## src/rtl/verblur.sv

```systemverilog
// Vertical 4-tap box blur over ARGB pixels in raster order; pairs with the
// horizontal blur upstream to give a 4x4 box blur on the write-back path.
module verblur #(
    parameter int IMG_WIDTH = 16,
    parameter int COL_W     = $clog2(IMG_WIDTH)
) (
    input  logic             clk,
    input  logic             n_rst,
    input  logic [2:0]       mode_wb,
    input  logic             wb_en,
    input  logic             clear,
    input  logic [31:0]      data,
    output logic [31:0]      blur,
    output logic [COL_W-1:0] col_idx,
    output logic             line_end
);

    localparam logic [2:0]       MODE_BLUR = 3'b101;
    localparam logic [COL_W-1:0] LAST_COL  = COL_W'(IMG_WIDTH - 1);

    logic [23:0]      h0 [IMG_WIDTH];
    logic [23:0]      h1 [IMG_WIDTH];
    logic [23:0]      h2 [IMG_WIDTH];
    logic [COL_W-1:0] col;
    logic             active;
    logic             commit;
    logic             unused_alpha;

    function automatic logic [7:0] avg4(input logic [7:0] a, input logic [7:0] b,
                                        input logic [7:0] c, input logic [7:0] d);
        logic [9:0] sum;
        sum = {2'b00, a} + {2'b00, b} + {2'b00, c} + {2'b00, d};
        return sum[9:2];
    endfunction

    assign active       = (mode_wb == MODE_BLUR);
    assign commit       = active && wb_en && !clear;
    assign col_idx      = col;
    assign unused_alpha = &data[31:24];

    // Zero latency: blur is a pure function of data and the history at col.
    always_comb begin
        blur = {8'hff, data[23:0]};
        if (active) begin
            blur = {8'hff,
                    avg4(data[23:16], h0[col][23:16], h1[col][23:16], h2[col][23:16]),
                    avg4(data[15:8],  h0[col][15:8],  h1[col][15:8],  h2[col][15:8]),
                    avg4(data[7:0],   h0[col][7:0],   h1[col][7:0],   h2[col][7:0])};
        end
    end

    // History is cleared too: zero rows act as padding above the first line.
    always_ff @(posedge clk or negedge n_rst) begin
        if (!n_rst) begin
            for (int c = 0; c < IMG_WIDTH; c++) begin
                h0[c] <= '0;
                h1[c] <= '0;
                h2[c] <= '0;
            end
            col      <= '0;
            line_end <= 1'b0;
        end else if (clear) begin
            for (int c = 0; c < IMG_WIDTH; c++) begin
                h0[c] <= '0;
                h1[c] <= '0;
                h2[c] <= '0;
            end
            col      <= '0;
            line_end <= 1'b0;
        end else begin
            line_end <= 1'b0;
            if (commit) begin
                h2[col]  <= h1[col];
                h1[col]  <= h0[col];
                h0[col]  <= data[23:0];
                col      <= (col == LAST_COL) ? '0 : col + 1'b1;
                line_end <= (col == LAST_COL);
            end
        end
    end

endmodule

```

## config.mk

```make
export PLATFORM = sky130hd
export DESIGN_NAME = verblur
export DESIGN_NICKNAME = d
export VERILOG_FILES = /design/src/rtl/verblur.sv
export SDC_FILE = /design/constraint.sdc
export NUM_CORES = 2
export LEC_CHECK = 0
export CAP_MARGIN = 30
export CORE_AREA = 4 4 372 374
export CTS_CLUSTER_DIAMETER = 50
export CTS_CLUSTER_SIZE = 30
export DETAILED_ROUTE_END_ITERATION = 16
export DIE_AREA = 0 0 376 378
export MAX_ROUTING_LAYER = met4
export PLACE_DENSITY = 0.61
export REMOVE_ABC_BUFFERS = 1
export SKIP_CTS_REPAIR_TIMING = 1
export SKIP_LAST_GASP = 1
export SYNTH_ARGS = -nofsm -noshare
export SYNTH_HDL_FRONTEND = slang
export SYNTH_SLANG_ARGS = --single-unit
```

## constraint.sdc

```tcl
create_clock -name clk -period 14.9 [get_ports clk]
set_input_delay 3.725 -clock clk [delete_from_list [all_inputs] [get_ports clk]]
set_output_delay 3.725 -clock clk [all_outputs]
set_load 0.03 [all_outputs]
```

==> flow_summary.json <==
{
  "regArea_mm2": 0.0290,
  "fin_crit_ns": 12.47,
  "cellPowerDensity_mw_per_mm2": 108,
  "leakagePower_nw": 25.2,
  "die_h_um": 378,
  "avgSynthCellArea_um2": 10.9,
  "cp.arrival_ns": 8.75,
  "worst-path-max-fanout": 17,
  "synth.top_cell.area_share": 0.526,
  "cp-start-kind": "primary input",
  "cp_slowest_stage_delay_ns": 0.87,
  "synth_edf_count": 0,
  "antenna_found_initial": 3,
  "grt-ovfl-total": 0,
  "ant_nets": 0,
  "skew_ns": 0.0248,
  "boundaryPins": 76,
  "ctsHtreeMaxLevel": 3,
  "rsz0062_at_grt": "no",
  "drc_errors": 0,
  "cts_buffer_depth": 3,
  "tightest_slew_ns": 1.08,
  "start_util": 0.408,
  "routed_via_density": 6.05,
  "crit_start": "data[9]",
  "num_vias": 40496,
  "grt_max_degree": 179,
  "hpwlAfterDp_um": 90600,
  "syn-cell-area_mm2": 0.0550,
  "drtPass1Iterations": 6,
  "yosysWarningCount": 0,
  "syn_inst": 5036,
  "finalNonFillerCells": 6697,
  "synthToLayoutAreaGrowth_pct": 11.2,
  "slew_headroom": 0.281,
  "crit_buf_inv": 5,
  "drt_iter0_markers": 4795,
  "required_ns": 11.18,
  "die_area_mm2": 0.142,
  "cp_slowest_cell": "clkdlybuf4s50_1",
  "max_freq_ghz": 0.0802,
  "wl_per_cell_um": 26.5,
  "multi_input_comb_area_mm2": 0.0237,
  "rr_startpoint": "col_idx[1]",
  "path_cells": "clkdlybuf4s50_1 -> inv_1 -> fa_1 -> inv_1 -> fa_1 -> o311ai_1 -> a211oi_2 -> nand2_1 -> fa_1 -> inv_1 -> a21oi_1 -> o21bai_1 -> a21o_1 -> a21o_1 -> xnor2_1 -> o21ai_0 -> clkdlybuf4s50_1",
  "grtUsageTotal": 0.256,
  "synth_top_area_cell": "dfrtp_1",
  "min_from": "h1[13]",
  "nets": 4926,
  "numPortBuffers": 59,
  "holdCritPathClass": "flop to flop",
  "status": "finished, final reports clean",
  "utilization": 0.453,
  "numCtsBuffers": 112,
  "holdWs_ns": 0.498,
  "finalHoldViolCount": 0,
  "grt_pass1_vias": 40612,
  "gp_congestion": 0.787,
  "criticalPathCategory": "primary input to output pin",
  "ys_ff_latch": 1157,
  "fin_crit_sh": 0.837,
  "crit_path_end_kind": "output pin",
  "synthFlopType": "dfrtp_1",
  "maxCapViolations": 0,
  "ir_drop_mv": 0.0947,
  "seq_area_frac_synth": 0.526,
  "dp_cells": 6477,
  "drive_gt1_frac": 0.154,
  "total_power_mw": 6.61,
  "clk_latency_ns": 0.74,
  "cts_root_buf": "clkbuf_16",
  "setup_tns_ns": 0,
  "core_mm2": 0.135,
  "die_w_um": 376,
  "ys_types": 55,
  "setup_violations": 0,
  "ys_top_cells_by_area": "dfrtp_1 53%, mux4_2 14%, nand2_1 10%, a22o_1 6.9%, a21oi_1 6.7%",
  "async_flop_share": 1.00,
  "cpLargestDelayFamily": "buffers and inverters",
  "rows": 135,
  "drv_slew": 0,
  "grt_pass1_wl_um": 270000,
  "fillers": 12185,
  "cts.reportedPaths.clkPinSlew_ns": 0.07,
  "wl_um": 178000,
  "cts_tree": "yes",
  "cts.sinks": 1157
}
-- cell type report --
class                   count  area share
inverters                 125     0.00767
well taps                1781      0.0364
multi-input cells        3250       0.387
clock inverters            95      0.0205
diodes                      2   0.0000818
flip-flops and latches   1157       0.473
clock buffers             119      0.0470
repair buffers            168      0.0276
-- Yosys cell counts, types with 2 or more instances --
| library cell | number |
|---|---|
| buf_4 | 13 |
| o21a_1 | 4 |
| clkbuf_1 | 378 |
| a21oi_1 | 736 |
| a211oi_1 | 3 |
| inv_2 | 37 |
| a22o_1 | 432 |
| a41oi_2 | 2 |
| nor2b_1 | 7 |
| mux2i_1 | 18 |
| nand3b_1 | 4 |
| and3_1 | 5 |
| mux2_2 | 2 |
| buf_6 | 19 |
| nor2_1 | 21 |
| dfrtp_1 | 1157 |
| nand4_1 | 2 |
| o21bai_1 | 4 |
| buf_1 | 24 |
| inv_1 | 88 |
| ha_1 | 25 |
| a31oi_1 | 4 |
| nand2_1 | 1480 |
| nor3_1 | 4 |
| nand2b_1 | 6 |
| o21ai_0 | 22 |
| xnor2_1 | 18 |
| a21o_1 | 6 |
| nor3_2 | 7 |
| nand3_1 | 6 |
| fa_1 | 48 |
| o21ai_1 | 6 |
| buf_2 | 77 |
| mux4_2 | 350 |
-- sequential cells by signal, indices dropped and copies added, names as in the netlist --
register / cells
h1: 384
h0: 384
line_end: 1
col_idx: 4
h2: 384
-- routing by layer --
layer | part of all wire | vias up | wire length [um] | track usage
met1 | 0.41 | 21218 | 72100 | 0.344
met2 | 0.48 | 1818 | 85600 | 0.407
met5 | 0 | - | 0 | -
met3 | 0.082 | 344 | 14600 | 0.0387
li1 | - | 17116 | - | -
met4 | 0.030 | 0 | 5370 | 0.0786
-- metrics by stage --
step	cell area, um^2	setup WS (ns)
2_1_floorplan	52900	-4.92
3_3_place_gp	56800	2.39
3_5_place_dp	57000	2.40
4_1_cts	61100	2.41
5_1_grt	61200	2.03
6_report	61200	2.43
-- cells by family after synthesis --
| group | after synthesis | synth area share |
|---|---|---|
| muxes | 371 | 0.147 |
| DFF | 1157 | 0.526 |
| buffers and inverters | 636 | 0.0486 |
| other | 1 | 0.0000681 |
| xor gates and xnor gates | 19 | 0.00302 |
| AOI/OAI and AO/OA | 1233 | 0.144 |
| and+or+nand+nor | 1546 | 0.108 |
| adders and majority gates | 73 | 0.0231 |
-- power by group --
group          leakage [nW]  switching [mW]  internal [mW]  total, mW
sequential             16.2         0.00385           3.14       3.14
combinational          6.99           0.238         0.0677      0.306
clock                  2.00            1.48           1.68       3.16
-- final timing paths --
path	endpoint	slack, ns	cells past startpoint
max in group asynchronous	h0[206]	9.39	3
setup / recovery	blur[13]	2.43	17
setup reg to reg	h0[324]	10.03	8
min in group asynchronous	h0[306]	3.08	1
hold / removal	h1[13]	0.50	1
hold reg to reg	h1[13]	0.50	1
-- cell usage in the layout (no fill, tap or decap), types with 5 or more instances in the layout --
master           synthesis  layout
nand2_1               1480    1472
dfrtp_1               1157    1153
a21oi_1                736     732
a22o_1                 432     432
mux4_2                 350     350
clkbuf_16                0     112
buf_4                   13      92
inv_1                   88      88
clkdlybuf4s50_1          0      57
fa_1                    48      48
inv_2                   37      37
ha_1                    25      25
inv_6                    0      24
o21ai_0                 22      22
mux2i_1                 18      18
xnor2_1                 18      18
clkinv_8                 0      17
nor2_1                  21      14
clkinv_4                 0      12
bufinv_16                0      11
inv_8                    0      11
buf_12                   0       9
nand2_4                  0       8
conb_1                   1       8
clkinv_2                 0       8
buf_16                   0       8
nor2_4                   0       7
nor2b_1                  7       7
nor3_4                   0       7
nand2b_1                 6       6
a21o_1                   6       6
o21ai_1                  6       6
clkinvlp_4               0       6
and3_1                   5       5
clkbuf_8                 0       5
-- worst register-to-register path: cells and delay by family (launching register included) --
family                     cells  cell delay (ns)
adders and majority gates      1             0.33
buffers and inverters          3             2.17
and+or+nand+nor                3             1.10
AOI/OAI and AO/OA              1             0.15
DFF                            1             1.03
No activity file was read; power rests on OpenSTA's default activity.
